File: config.mk
export PLATFORM = sky130hd
export DESIGN_NAME = alu_ctrl_pipe
export DESIGN_NICKNAME = d
export VERILOG_FILES = /design/src/rtl/alu_ctrl_pkg.sv /design/src/rtl/alu_ctrl_decode.sv /design/src/rtl/alu_ctrl_pipe.sv
export SDC_FILE = /design/constraint.sdc
export NUM_CORES = 1
export LEC_CHECK = 0
export ABC_AREA = 1
export BUFFER_PORTS_ARGS = -buffer_cell sky130_fd_sc_hd__buf_2
export CAP_MARGIN = 20
export CORE_MARGIN = 2
export CORE_UTILIZATION = 45
export CTS_CLUSTER_DIAMETER = 150
export CTS_CLUSTER_SIZE = 14
export DETAILED_ROUTE_END_ITERATION = 10
export PLACE_DENSITY = 0.76
export SLEW_MARGIN = 15
export SYNTH_ARGS = -nofsm -noshare
export SYNTH_HDL_FRONTEND = slang
export SYNTH_SLANG_ARGS = --single-unit
File: constraint.sdc
create_clock -name clk -period 1.28 [get_ports clk]
set_input_delay 0.192 -clock clk [delete_from_list [all_inputs] [get_ports clk]]
set_output_delay 0.192 -clock clk [all_outputs]
set_load 0.01 [all_outputs]
File: src/rtl/alu_ctrl_pkg.sv
// Package for the registered ALU-control pipeline stage.
// Holds the ALU operation code enum, the funct and ALUOp encodings from the
// MIPS instruction set, and the multi-cycle sequencer state enum.
package alu_ctrl_pkg;

    typedef enum logic [3:0] {
        OP_ADD = 4'd0,
        OP_SUB = 4'd1,
        OP_AND = 4'd2,
        OP_OR  = 4'd3,
        OP_XOR = 4'd4,
        OP_NOR = 4'd5,
        OP_SLT = 4'd6,
        OP_SLL = 4'd7,
        OP_SRL = 4'd8,
        OP_MUL = 4'd9,
        OP_DIV = 4'd10
    } alu_op_e;

    localparam logic [5:0] FUNCT_SLL = 6'h00;
    localparam logic [5:0] FUNCT_SRL = 6'h02;
    localparam logic [5:0] FUNCT_JR  = 6'h08;
    localparam logic [5:0] FUNCT_MUL = 6'h18;
    localparam logic [5:0] FUNCT_DIV = 6'h1A;
    localparam logic [5:0] FUNCT_ADD = 6'h20;
    localparam logic [5:0] FUNCT_SUB = 6'h22;
    localparam logic [5:0] FUNCT_AND = 6'h24;
    localparam logic [5:0] FUNCT_OR  = 6'h25;
    localparam logic [5:0] FUNCT_XOR = 6'h26;
    localparam logic [5:0] FUNCT_NOR = 6'h27;
    localparam logic [5:0] FUNCT_SLT = 6'h2A;

    localparam logic [1:0] ALUOP_RTYPE = 2'b00;
    localparam logic [1:0] ALUOP_SUB   = 2'b01;
    localparam logic [1:0] ALUOP_OR    = 2'b10;
    localparam logic [1:0] ALUOP_ADD   = 2'b11;

    typedef enum logic {
        IDLE = 1'b0,
        BUSY = 1'b1
    } md_state_e;

endpackage

File: src/rtl/alu_ctrl_decode.sv
// Pure combinational ALU-control decode.
// Ports:
//   alu_op  in   ALUOp from main control
//   funct   in   R-type funct field
//   ctrl    out  ALU operation code
//   jr      out  instruction is JR
//   illegal out  R-type funct not recognised (decodes as ADD)
//   md      out  instruction is MUL or DIV (multi-cycle)
module alu_ctrl_decode
    import alu_ctrl_pkg::*;
#(
    parameter int ALUOP_W = 2,
    parameter int FUNCT_W = 6,
    parameter int CTRL_W  = 4
) (
    input  logic [ALUOP_W-1:0] alu_op,
    input  logic [FUNCT_W-1:0] funct,
    output logic [CTRL_W-1:0]  ctrl,
    output logic               jr,
    output logic               illegal,
    output logic               md
);

    alu_op_e op;

    always_comb begin
        op      = OP_ADD;
        jr      = 1'b0;
        illegal = 1'b0;
        md      = 1'b0;
        case (alu_op)
            ALUOP_ADD: op = OP_ADD;
            ALUOP_SUB: op = OP_SUB;
            ALUOP_OR:  op = OP_OR;
            default: begin
                case (funct)
                    FUNCT_ADD: op = OP_ADD;
                    FUNCT_SUB: op = OP_SUB;
                    FUNCT_AND: op = OP_AND;
                    FUNCT_OR:  op = OP_OR;
                    FUNCT_XOR: op = OP_XOR;
                    FUNCT_NOR: op = OP_NOR;
                    FUNCT_SLT: op = OP_SLT;
                    FUNCT_SLL: op = OP_SLL;
                    FUNCT_SRL: op = OP_SRL;
                    FUNCT_MUL: begin
                        op = OP_MUL;
                        md = 1'b1;
                    end
                    FUNCT_DIV: begin
                        op = OP_DIV;
                        md = 1'b1;
                    end
                    // JR still drives the ALU as ADD so the datapath stays benign.
                    FUNCT_JR:  jr = 1'b1;
                    default:   illegal = 1'b1;
                endcase
            end
        endcase
    end

    assign ctrl = CTRL_W'(op);

endmodule

File: src/rtl/alu_ctrl_pipe.sv
// Registered ALU-control decode at the ID->EX boundary.
// Decodes {ALUOp, funct} into the EX register and sequences multi-cycle
// MUL/DIV: while BUSY the ID stage is stalled (id_ready=0, md_busy=1) and the
// EX register is frozen for MD_LAT cycles; md_done pulses in the last one.
// Handshake: an instruction is accepted on a rising edge where id_valid and
// id_ready are both 1; ex_flush kills the accept and clears the live flags.
// Ports:
//   clk, rst_n          clock, asynchronous active-low reset
//   id_valid            ID holds a valid instruction
//   id_alu_op, id_funct decode inputs
//   ex_hold, ex_flush   downstream stall / redirect kill
//   id_ready            ID instruction accepted this cycle when id_valid=1
//   ex_valid, ex_alu_ctrl, ex_jr, ex_illegal, ex_md_op  EX register
//   md_busy, md_done    multi-cycle stall request / completion pulse
module alu_ctrl_pipe
    import alu_ctrl_pkg::*;
#(
    parameter int ALUOP_W = 2,
    parameter int FUNCT_W = 6,
    parameter int CTRL_W  = 4,
    parameter int MD_LAT  = 4
) (
    input  logic               clk,
    input  logic               rst_n,
    input  logic               id_valid,
    input  logic [ALUOP_W-1:0] id_alu_op,
    input  logic [FUNCT_W-1:0] id_funct,
    input  logic               ex_hold,
    input  logic               ex_flush,
    output logic               id_ready,
    output logic               ex_valid,
    output logic [CTRL_W-1:0]  ex_alu_ctrl,
    output logic               ex_jr,
    output logic               ex_illegal,
    output logic               ex_md_op,
    output logic               md_busy,
    output logic               md_done
);

    localparam int CNT_W = (MD_LAT > 1) ? $clog2(MD_LAT) : 1;

    md_state_e         state_q, state_d;
    logic [CNT_W-1:0]  cnt_q, cnt_d;
    logic              ex_valid_q, ex_valid_d;
    logic [CTRL_W-1:0] ex_ctrl_q, ex_ctrl_d;
    logic              ex_jr_q, ex_jr_d;
    logic              ex_ill_q, ex_ill_d;
    logic              ex_md_q, ex_md_d;

    logic [CTRL_W-1:0] dec_ctrl;
    logic              dec_jr, dec_ill, dec_md;
    logic              ready_raw;

    alu_ctrl_decode #(
        .ALUOP_W (ALUOP_W),
        .FUNCT_W (FUNCT_W),
        .CTRL_W  (CTRL_W)
    ) u_decode (
        .alu_op  (id_alu_op),
        .funct   (id_funct),
        .ctrl    (dec_ctrl),
        .jr      (dec_jr),
        .illegal (dec_ill),
        .md      (dec_md)
    );

    assign ready_raw = (state_q == IDLE) && !ex_hold;

    always_comb begin
        state_d    = state_q;
        cnt_d      = cnt_q;
        ex_valid_d = ex_valid_q;
        ex_ctrl_d  = ex_ctrl_q;
        ex_jr_d    = ex_jr_q;
        ex_ill_d   = ex_ill_q;
        ex_md_d    = ex_md_q;
        if (ex_flush) begin
            // Redirect beats everything: kills any accept, hold or MUL/DIV.
            ex_valid_d = 1'b0;
            ex_jr_d    = 1'b0;
            ex_ill_d   = 1'b0;
            ex_md_d    = 1'b0;
            state_d    = IDLE;
            cnt_d      = '0;
        end else if (state_q == BUSY) begin
            // EX frozen; the count runs regardless of ex_hold.
            if (cnt_q == '0) begin
                state_d = IDLE;
            end else begin
                cnt_d = cnt_q - 1'b1;
            end
        end else if (!ex_hold) begin
            if (id_valid) begin
                ex_valid_d = 1'b1;
                ex_ctrl_d  = dec_ctrl;
                ex_jr_d    = dec_jr;
                ex_ill_d   = dec_ill;
                ex_md_d    = dec_md;
                if (dec_md) begin
                    state_d = BUSY;
                    cnt_d   = CNT_W'(MD_LAT - 1);
                end
            end else begin
                ex_valid_d = 1'b0;
            end
        end
    end

    always_ff @(posedge clk or negedge rst_n) begin
        if (!rst_n) begin
            state_q    <= IDLE;
            cnt_q      <= '0;
            ex_valid_q <= 1'b0;
            ex_ctrl_q  <= '0;
            ex_jr_q    <= 1'b0;
            ex_ill_q   <= 1'b0;
            ex_md_q    <= 1'b0;
        end else begin
            state_q    <= state_d;
            cnt_q      <= cnt_d;
            ex_valid_q <= ex_valid_d;
            ex_ctrl_q  <= ex_ctrl_d;
            ex_jr_q    <= ex_jr_d;
            ex_ill_q   <= ex_ill_d;
            ex_md_q    <= ex_md_d;
        end
    end

    // id_ready is forced low while reset is asserted so every output reads 0.
    assign id_ready    = rst_n && ready_raw;
    assign ex_valid    = ex_valid_q;
    assign ex_alu_ctrl = ex_ctrl_q;
    assign ex_jr       = ex_jr_q;
    assign ex_illegal  = ex_ill_q;
    assign ex_md_op    = ex_md_q;
    assign md_busy     = (state_q == BUSY);
    // A flush in the final BUSY cycle aborts the op, so no completion pulse.
    assign md_done     = (state_q == BUSY) && (cnt_q == '0) && !ex_flush;

endmodule

Yosys cells after proc, flatten, opt, wreduce, memory -nomap -nowiden
Cells that the tools add are included.
W data, S select, Z words.

cells by class
  bitwise gates (word level) = 3
  equality and inequality tests = 18
  add/subtract/negate cells = 1
  reductions and logical operators = 18
  multiplexer cells = 36

operator list
  kind                  number
  $eq A6 B6 Y1 const B  7
  $pmux W4 S10          1
  $mux W1               28
  $eq A6 B5 Y1 const B  2
  $mux W2               6
  $pmux W4 S3           1
  $reduce_or A12 Y1     1
  $reduce_and A4 Y1     2
  $eq A6 B2 Y1 const B  1
  $eq A6 B4 Y1 const B  1
  $logic_not A6 Y1      1
  $reduce_bool A3 Y1    2
  $eq A2 B2 Y1 const B  2
  $logic_and A1 B1 Y1   4
  $ne A3 B1 Y1 const B  1
  $ne A3 B3 Y1 const B  1
  $not A1 Y1            3
  $reduce_and A3 Y1     1
  $reduce_or A3 Y1      1
  $eq A2 B1 Y1 const B  1
  $logic_not A1 Y1      2
  $logic_not A2 Y1      1
  $ne A2 B1 Y1 const B  1
  $ne A2 B2 Y1 const B  1
  other kinds (4)       4

storage, ports and cells
  register bits = 11
  input bits = 13
  word-level logic and storage cells = 83
  output and inout port bits = 11

Logic depth before layout (Yosys ltp)
Gate-level depths: netlist of run 1.

  word-level depth = 9
  mapped depth = 9

By module
From an unflattened synthesis of run 1, not the netlist that was laid out.

second synthesis, totals
  cell total of the unflattened synthesis = 116
  area total of the unflattened synthesis = 808.3 um^2

by module, submodules not included
  module           seq. area each (um^2)  instances  cells an instance  area an instance (um^2)
  alu_ctrl_pipe    275.3                  1          60                 546.8
  alu_ctrl_decode  0.0                    1          56                 261.5

Worst setup path after synthesis of run 1
No wires, ideal clock.

  kind = flip-flop to flip-flop
  start point = reg state_q, in the netlist md_busy
  end point = reg ex_ill_q, in the netlist ex_illegal
  library setup time = 0.065 ns
  setup slack = 0.160 ns
  stages on the path, launching flop included = 8
  arrival time = 1.055 ns
  path through = dfrtp_1 > nor2_2 > nand2_2 > nor2_2 > nand2_1 > nor2_1 > nand2_1 > nand2_1

between the ends
  cells in the longest elaborated chain, start to end = 2

ends and longest elaborated chain
  element                      line                  source
  from (decl)                  alu_ctrl_pipe.sv:42   md_state_e state_q, state_d;
  from (signal assigned)       alu_ctrl_pipe.sv:119  state_q <= state_d;
  $ne A2 B2 Y1 (no line)       --
  $reduce_and A3 Y1 (no line)  --
  to (signal assigned)         alu_ctrl_pipe.sv:124  ex_ill_q <= ex_ill_d;
  to (decl)                    alu_ctrl_pipe.sv:47   logic ex_ill_q, ex_ill_d;

Every way passes these cells.
A chain may end at the register's enable or synchronous reset.

Worst setup path in the final report of run 1
  start point = reg cnt_q[0]
  end point = out md_done

between the ends
  cells in the longest elaborated chain, start to end = 3

ends and longest elaborated chain
  element                           line                  source
  from (decl)                       alu_ctrl_pipe.sv:43   logic [CNT_W-1:0] cnt_q, cnt_d;
  from (signal assigned)            alu_ctrl_pipe.sv:120  cnt_q <= cnt_d;
  $logic_not A2 Y1                  alu_ctrl_pipe.sv:138  assign md_done = (state_q == BUSY) && (cnt_q == '0) && !ex_flush;
  $logic_and A1 B1 Y1 (2 in a row)  alu_ctrl_pipe.sv:138
  to (decl)                         alu_ctrl_pipe.sv:37   output logic md_done

Every way passes these cells.

==> metrics.yaml, run 1 <==
run_status: "finished, violations left"
violations: "setup timing"
path_buf_inv: 3
gp_congestion: 0.8908
ant_nets: 0
start_util_pct: 49.36
max_freq_mhz: 729.8
io_buffers: 23
area_growth_syn_to_layout_pct: 31.87
seq_area_frac_synth_pct: 35.77
hp-start: "ex_flush"
power_leakage_nw: 0.6146
stdcell_count: 161
worstPathArrival_ns: 1.18
syn_area_um2: 769.5
finalHoldViolCount: 0
worstHoldPathType: "primary input to flop"
rows: 14
max_stage_delay_ns: 0.39
cts-root-buf: "clkbuf_4"
fin_crit_sh_pct: 107.1
finalWorstSetupSlack_ns: -0.09032
antenna_found_initial: 0
htree_levels: 1
viasPerCell: 5.161
wl_met1_um: 778
crit_family: "flip-flops"
worstSetupPathType: "flop to output pin"
multi_input_area_um2: 454.2
slew_viol_final: 0
critPathLaunchType: "flop"
worst_setup_path_end_kind: "output pin"
syn_avg_cell_area_um2: 6.995
cp_max_fo: 2
drt_wl_total_um: 1841
synth_cell_types: 18
grt_max_degree: 12
cts_tree: "done"
clk_pin_slew_worst_paths_ns: 0.06
drt_iter0_markers: 28
cp_common_cell: "inv_1"
slew-limit-headroom_pct: 83.91
numCtsBuffers: 3
grt_pass1_wl_um: 2697
diodes: 0
worst_ep_required_time_ns: 1.09
yosys_warnings: 0
rrSetupSlack_ns: 0.01
timing.rr.start: "cnt_q[0]"
track_usage_pct: 18.24
fin_skew_ns: 0.006068
syn_nets: 127
postSynthCellCount: 110
drcViolationCount: 0
slowest_stage: "dfrtp_1"
ioPinCount: 24
die_w_um: 45.35
maxCapViolCount: 0
ir_drop_mv: 0.6330
wl_met3_um: 88
clk_path_buf_depth: 2
drt_pass1_iterations: 4
chipHeight_um: 45.35
cts.sinks: 11
placed_area_um2: 919.6
min_path_cells: 4
synth_seq_cells: 11
wl_met2_um: 974
reg2regPathDepth: 7
coreArea_um2: 1559
highest_layer: "met3"
startpoint: "cnt_q[0]"
fin_area_um2: 1015
clock_latency_ns: 0.26
dp_cells: 151
wl_per_cell_um: 11.43
vias: 831
fin_tns_setup_ns: -0.09032
drive_gt1_share_pct: 35.17
setup_viol: 1
rsz0062_at_grt: "true"
design.die.area_um2: 2057
min_to: "cnt_q[0]"
path_cells: "inv_1 > ha_2 > nand3_2 > inv_1 > buf_2"
tightest_slew_ns: 0.2404
nFillCells: 137
r2r_end: "cnt_q[1]"
power.density_nw_per_um2: 784.6
grt_overflow: 0
seqCellArea_um2: 276.5
finalCriticalPeriod_ns: 1.370
hpwl_um: 1339
fin_nets: 163
grt_pass1_vias: 680
-- kinds of logic (layout without fill, tap and decap cells) --
logic type | after synthesis | count (layout) | share of synthesized area [%]
compound gates | 8 | 8 | 5.528
simple gates | 71 | 71 | 44.39
fa+ha+maj | 4 | 4 | 6.504
buf+inv | 16 | 51 | 7.804
flops | 11 | 11 | 35.77
-- worst max-delay path by stage --
stage            endpoint  slack [ns]  cells past startpoint
4_1_cts           md_done       -0.06                      5
6_report          md_done       -0.09                      5
3_3_place_gp     cnt_q[1]        0.10                     10
2_1_floorplan  ex_illegal        0.16                      7
5_1_grt           md_done       -0.16                      5
3_5_place_dp     cnt_q[0]        0.05                     10
-- layer usage --
layer | GRT usage [%] | vias to the layer above
li1 | - | 419
met1 | 21.70 | 387
met2 | 32.00 | 25
met3 | 6.000 | 0
met4 | 3.529 | 0
met5 | 0 | -
-- synthesized netlist by cell type, drive strengths merged --
cell type | instances | area, µm²
ha | 4 | 50.05
a21oi | 4 | 20.02
nand3 | 20 | 110.1
inv | 16 | 60.05
nor3 | 1 | 5.000
nor2 | 16 | 87.58
dfrtp | 11 | 275.3
o31ai | 1 | 7.510
or2 | 1 | 6.260
o21ai | 3 | 15.01
nor3b | 1 | 7.510
nand2 | 32 | 125.1
-- sequential cells by signal, indices dropped and copies added (netlist names) --
signal,flops
ex_alu_ctrl,4
cnt_q,2
md_busy,1
ex_md_op,1
ex_valid,1
ex_jr,1
ex_illegal,1
-- cell type report --
| cell class | instances | share of cell area, % |
|---|---|---|
| clock buffers | 4 | 2.589 |
| inverters | 16 | 5.919 |
| multi-input cells | 83 | 44.76 |
| flip-flops and latches | 11 | 27.25 |
| well taps | 16 | 1.973 |
| repair buffers | 31 | 17.51 |
-- worst register-to-register path, delay by kind of cell, from the launching register on --
| family | cells | cell delay (ns) |
|---|---|---|
| buf+inv | 3 | 0.37 |
| flops | 1 | 0.39 |
| simple gates | 3 | 0.21 |
| fa+ha+maj | 1 | 0.19 |
-- cells in the final DEF (no fill, tap or decap), types with 2 or more instances in the layout --
master    instances
clkbuf_4          3
nand3_2           3
o21ai_0           2
nand2_1          29
buf_2            23
nor2_2            5
nand2_2           2
ha_1              3
nand3_1          17
a21oi_1           4
nor2_1            9
dfrtp_1          10
inv_1            15
nor2_4            2
buf_4             7
-- power breakdown --
group	switching, W	internal, W	leakage, nW
logic	0.000110	0.0000791	0.456
clock network	0.000107	0.000120	0.0150
registers	0.0000119	0.000368	0.144
total	0.000229	0.000568	0.615
-- what timing repair did --
item                       CTS  global route
buffers inserted             3             2
gates resized for setup      2             4
pin swaps                    2             2
hold buffers                 1             0
setup endpoints to repair    1             3
hold endpoints to repair    11             0
-- per-stage QoR --
step	util [%]	hold WS [ns]	power (W)	setup slack, ns
floorplan	-	-0.1036	0.0004802	0.1601
global placement	58.99	0.1278	0.0005447	0.1046
detailed placement	58.99	0.1359	0.0005527	0.05257
CTS	63.24	0.2427	0.0008007	-0.05655
global route	65.09	0.2711	0.0008549	-0.1642
finish	65.09	0.2719	0.0007961	-0.09032
Power figures use the tool's default switching activity.
==> inputs of run 2 (changes only) <==
Settings changed: ABC_AREA 1 to default, CORE_ASPECT_RATIO from default to 0.75, PLACE_DENSITY 0.76 to 0.75.
Clock period 1.28 ns to 1.7 ns, I/O delays scaled along.
==> metrics.yaml, run 2 <==
syn_area_um2: 839.6  # +9.1%
power_leakage_nw: 0.4781  # -22%
p_comb_share_pct: 22.3  # -1.4 points
io_buffers: 23  # unchanged
synth-edff-count: 0  # unchanged
busiest_layer: "met2"
reg2regPathDepth: 4  # -3
hpwl_um: 1513  # +13%
numCtsBuffers: 3  # unchanged
yosys_warnings: 0  # unchanged
synth_area_leaders: "dfrtp_1 (33%), ha_1 (6.0%), nor2_1 (5.8%), nand2_1 (4.9%), a22o_1 (3.1%)"
critPathLaunchType: "primary input"
antenna_found_initial: 0  # unchanged
drt_wl_total_um: 1930  # +4.8%
p_sw_share_pct: 29.29  # +0.58 points
postSynthCellCount: 96  # -13%
synth_seq_cells: 11  # unchanged
fin_crit_sh_pct: 92.76
rows: 13  # -1
use_met2_pct: 29.76  # -2.2 points
stdcell_count: 142  # -12%
fin_tns_setup_ns: 0  # +0.09032 ns
htree_levels: 1  # unchanged
tightest_slew_ns: 0.5103  # +0.2699 ns
setup_viol: 0  # -1
worst_setup_path_end_kind: "output pin"
synth_common_cells: "nor2_1 (13), dfrtp_1 (11), nand2_1 (11)"
die_w_um: 53.88  # +19%
grt_overflow: 0  # unchanged
track_usage_pct: 21.27  # +3.0 points
power.density_nw_per_um2: 596.4  # -24%
clockPowerShare_pct: 30.9  # +2.3 points
worstSetupPathType: "primary input to output pin"
cp_max_fo: 12  # +10
yosys.area.top_type_share_pct: 32.79  # -3.0 points
maxCapViolCount: 0  # unchanged
timing.rr.start: "md_busy"
p_seq_share_pct: 46.9  # -0.8 points
internal-power_w: 0.0004184  # -26%
fin_nets: 138  # -15%
largest_register_ffs: 4  # unchanged
vias: 801  # -3.6%
syn_avg_cell_area_um2: 8.745  # +25%
coreArea_um2: 1740  # +12%
synth_cell_types: 36  # +18
drt_pass1_iterations: 4  # unchanged
clock_latency_ns: 0.28  # +0.02 ns
finalHoldViolCount: 0  # unchanged
ys_async_sr_fraction_pct: 100.0  # unchanged
grt_pass1_wl_um: 3381  # +25%
r2r_end: "cnt_q[0]"
start_util_pct: 48.24  # -1.1 points
startpoint: "rst_n"
viasPerCell: 5.641  # +9.3%
max_freq_mhz: 634.2
synth_top_cell_by_area: "dfrtp_1"
syn_nets: 113  # -11%
fin_skew_ns: 0.008747  # +0.002679 ns
worstPathArrival_ns: 1.32  # +0.14 ns
post-route-util_pct: 57.01  # -8.1 points
ant_nets: 0  # unchanged
slew-limit-headroom_pct: 65.66  # -18 points
grt_pass1_vias: 766  # +13%
design.die.area_um2: 2231  # +8.5%
slew_viol_final: 0  # unchanged
cts_tree: "done"
worst_ep_required_time_ns: 1.44  # +0.35 ns
cts.sinks: 11  # unchanged
drive_gt1_share_pct: 30.83  # -4.3 points
finalCriticalPeriod_ns: 1.577
clk_pin_slew_worst_paths_ns: 0.07  # about the same
crit_end: "id_ready"
p_sw_w: 0.0001733  # -24%
rsz0062_at_grt: "false"
ir_drop_mv: 0.3794  # -40%
dp_cells: 137  # -9.3%
drt_iter0_markers: 9  # -68%
clk_path_buf_depth: 2  # unchanged
seq_area_frac_synth_pct: 32.79  # -3.0 points
run_status: "complete, no violations"
nFillCells: 172  # +26%
cts-root-buf: "clkbuf_4"
layout_commonest_cell: "buf_2"
grtUsageMet3_pct: 8.993  # +3.0 points
chipHeight_um: 41.41  # -8.7%
ioPinCount: 24  # unchanged
yosysMostFrequentCell: "nor2_1"
worstHoldPathType: "primary input to flop"
drcViolationCount: 0  # unchanged
grt_util_met1_pct: 28.74  # +7.0 points
area_growth_syn_to_layout_pct: 18.18
grt_max_degree: 13  # +1
gp_congestion: 0.9438  # +5.9%
layout_common_cells: "buf_2 (23), nor2_1 (13), nand2_1 (11), dfrtp_1 (11)"
ys.flop_type: "dfrtp_1"
rrSetupSlack_ns: 0.30  # +0.29 ns
diodes: 0  # unchanged
wl_per_cell_um: 13.59  # +19%
run 2: repair_timing:
item                                    in CTS  in global routing
hold endpoints to repair                    11                  0
buffers inserted                             0                  0
gates resized for setup                      0                  0
hold buffers                                 1                  0
endpoints found under the setup margin       0                  0
run 2: power by group through the flow:
stage	Sequential (W)	Combinational [W]	Clock, W
finish	0.000277	0.000132	0.000183
global route	0.000279	0.000147	0.000204
CTS	0.000277	0.000131	0.000189
detailed placement	0.000282	0.000130	0
global placement	0.000282	0.000126	0
floorplan	0.000287	0.0000779	0
run 2: worst min-delay path by stage:
stage                            from  cells past startpoint  slack (ns)              to
final                     id_funct[4]                      2        0.26  ex_alu_ctrl[2]
after floorplan                 rst_n                      0       -0.04        cnt_q[0]
after detailed placement        rst_n                      1        0.14        ex_md_op
after global routing      id_funct[4]                      2        0.26  ex_alu_ctrl[2]
after CTS                 id_funct[4]                      2        0.24  ex_alu_ctrl[2]
after global placement          rst_n                      1        0.14      ex_illegal
run 2: metrics by stage:
step / total power, W / hold WS, ns / setup WS (ns) / instance area (µm²)
6_report: 0.0005917 / 0.2557 / 0.1232 / 992.2
3_3_place_gp: 0.0004078 / 0.1367 / 0.2058 / 955.9
2_1_floorplan: 0.0003653 / -0.04059 / 0.3108 / 839.6
5_1_grt: 0.0006297 / 0.2626 / 0.02472 / 992.2
3_5_place_dp: 0.0004116 / 0.1387 / 0.1347 / 955.9
4_1_cts: 0.0005973 / 0.2431 / 0.1146 / 992.2
run 2: cells by family (layout without fill, tap and decap cells):
logic type	Yosys count	after routing	share of synthesized area, %
muxes	1	1	1.341
xor gates and xnor gates	1	1	1.043
AOI/OAI and AO/OA	21	21	21.16
adders and majority gates	4	4	5.961
and+or+nand+nor	48	48	31.00
DFF	11	11	32.79
buffers and inverters	10	34	6.706
run 2: cell type report:
class,count,area (µm²),share of cell area (%)
tap,22,27.53,2.774
inverter,4,15.01,1.513
multi-input combinational,75,508.0,51.20
timing repair buffer,26,140.1,14.12
clock buffer,4,26.28,2.648
sequential,11,275.3,27.74
run 2: worst max-delay path, cell delays in order:
cell and delay [ns]:
dlygate4sd3_1 0.52, buf_2 0.27, and2_1 0.16, buf_2 0.12
run 2: routing by layer:
layer / part of all wire [%] / up-vias
met4: 2.0 / 0
met1: 45 / 362
li1: - / 397
met3: 9.2 / 7
met5: 0 / -
met2: 44 / 35
==> inputs of run 3 (changes only) <==
Settings changed: CTS_CLUSTER_SIZE 14 to 12, PLACE_DENSITY 0.75 to 0.72, SETUP_SLACK_MARGIN from default to 0.02.
==> metrics.yaml, run 3 (same netlist as run 2, synthesis figures left out) <==
ioPinCount: 24  # unchanged
grt_pass1_wl_um: 3118  # -7.8%
layout_common_cells: "buf_2 (22), nor2_1 (13), nand2_1 (11), dfrtp_1 (11)"
timing.rr.start: "md_busy"
rsz0062_at_grt: "false"
max_freq_mhz: 645.3  # +1.8%
power.density_nw_per_um2: 593.0  # -0.57%
start_util_pct: 48.24  # unchanged
finalHoldViolCount: 0  # unchanged
power_leakage_nw: 0.4788  # +0.14%
tightest_slew_ns: 0.4559  # -0.05448 ns
cts.sinks: 11  # unchanged
htree_levels: 1  # unchanged
drt_wl_total_um: 1878  # -2.7%
worstHoldPathType: "primary input to flop"
antenna_found_initial: 0  # unchanged
p_sw_share_pct: 28.98  # -0.31 points
wl_per_cell_um: 13.23  # -2.7%
drt_iter0_markers: 13  # +4
diodes: 0  # unchanged
fin_tns_setup_ns: 0  # unchanged
clockPowerShare_pct: 30.6  # -0.3 points
fin_crit_sh_pct: 91.16  # -1.6 points
fin_nets: 138  # unchanged
vias: 784  # -2.1%
hp-start: "id_funct[4]"
clk_pin_slew_worst_paths_ns: 0.07  # about the same
min_to: "ex_alu_ctrl[2]"
drcViolationCount: 0  # unchanged
startpoint: "rst_n"
cp_max_fo: 12  # unchanged
grt_pass1_vias: 661  # -14%
min_path_cells: 2  # unchanged
cts-root-buf: "clkbuf_4"
numCtsBuffers: 3  # unchanged
die_w_um: 53.88  # unchanged
worstPathArrival_ns: 1.29  # -0.03 ns
track_usage_pct: 19.44  # -1.8 points
pre_cts_slack_ns: 0.09469  # -0.04006 ns
io_buffers: 23  # unchanged
p_comb_share_pct: 22.4  # about the same
setup_viol: 0  # unchanged
drive_gt1_share_pct: 30.83  # unchanged
design.die.area_um2: 2231  # unchanged
coreArea_um2: 1740  # unchanged
run_status: "complete, no violations"
ant_nets: 0  # unchanged
worst_setup_path_end_kind: "output pin"
p_sw_w: 0.0001709  # -1.4%
slew_viol_final: 0  # unchanged
chipHeight_um: 41.41  # unchanged
layout_commonest_cell: "buf_2"
drt_pass1_iterations: 4  # unchanged
area_growth_syn_to_layout_pct: 18.48
internal-power_w: 0.0004189  # +0.11%
worstSetupPathType: "primary input to output pin"
slew-limit-headroom_pct: 69.33  # +3.7 points
largest_register_ffs: 4  # unchanged
cts_tree: "done"
rows: 13  # unchanged
clock_latency_ns: 0.27  # about the same
ir_drop_mv: 0.3710  # -2.2%
grt_overflow: 0  # unchanged
multi_input_area_um2: 508.0  # unchanged
rrSetupSlack_ns: 0.34  # +0.04 ns
clk_path_buf_depth: 2  # unchanged
p_seq_share_pct: 47.0  # about the same
critPathLaunchType: "primary input"
hpwl_um: 1485  # -1.8%
finalCriticalPeriod_ns: 1.550  # -0.02718 ns
gp_congestion: 0.9385  # -0.56%
seqCellArea_um2: 275.3  # unchanged
worst_ep_required_time_ns: 1.44  # about the same
reg2regPathDepth: 3  # -1
maxCapViolCount: 0  # unchanged
grt_max_degree: 13  # unchanged
fin_skew_ns: 0.006040  # -0.002707 ns
r2r_end: "ex_alu_ctrl[2]"
viasPerCell: 5.521  # -2.1%
finalWorstSetupSlack_ns: 0.1503  # +0.02718 ns
nFillCells: 151  # -12%
-- run 3: worst max path at each step --
stage	endpoint	slack [ns]	cells after the start
3_5_place_dp	ex_alu_ctrl[2]	0.09	5
4_1_cts	id_ready	0.10	4
2_1_floorplan	ex_alu_ctrl[2]	0.31	5
3_3_place_gp	ex_alu_ctrl[2]	0.21	5
6_report	id_ready	0.15	4
5_1_grt	id_ready	0.09	4
-- run 3: layout make-up --
class | count | share of cell area (%)
Clock buffer | 4 | 2.642
Inverter | 4 | 1.509
Multi-Input combinational cell | 75 | 51.07
Sequential cell | 11 | 27.67
Tap cell | 22 | 2.767
Timing Repair Buffer | 26 | 14.34
-- run 3: power groups by stage --
stage / clock network (W) / logic (W) / registers (W)
after floorplan: 0 / 0.0000779 / 0.000287
after global placement: 0 / 0.000127 / 0.000282
after detailed placement: 0 / 0.000129 / 0.000283
after CTS: 0.000185 / 0.000131 / 0.000278
after global routing: 0.000200 / 0.000148 / 0.000279
final: 0.000180 / 0.000132 / 0.000277
-- run 3: per-stage QoR --
stage / instances / hold slack, ns / cell area [µm²] / total power (W) / util (%)
after floorplan: 96 / -0.04059 / 839.6 / 0.0003653 / -
after global placement: 137 / 0.1406 / 955.9 / 0.0004081 / 54.92
after detailed placement: 137 / 0.1384 / 955.9 / 0.0004115 / 54.92
after CTS: 142 / 0.2592 / 992.2 / 0.0005939 / 57.01
after global routing: 142 / 0.2603 / 994.7 / 0.0006271 / 57.15
final: 142 / 0.2649 / 994.7 / 0.0005898 / 57.15
-- run 3: layer usage --
layer | up-vias | track usage [%] | part of all wire, %
met5 | - | 0 | 0
met4 | 0 | 6.154 | 1.0
met3 | 4 | 6.475 | 7.6
met2 | 24 | 28.05 | 43
met1 | 360 | 27.11 | 48
li1 | 396 | - | -
-- run 3: worst max-delay path, cell delays in order --
cell and delay, ns:
dlygate4sd3_1 0.54, clkbuf_4 0.21, and2_1 0.16, buf_2 0.13
-- run 3: what timing repair did --
action / 4_1_cts / 5_1_grt
setup endpoints to repair: 0 / 1
endpoints found under the hold margin: 11 / 0
setup buffers: 0 / 0
resized for setup: 0 / 1
hold buffers: 1 / 0
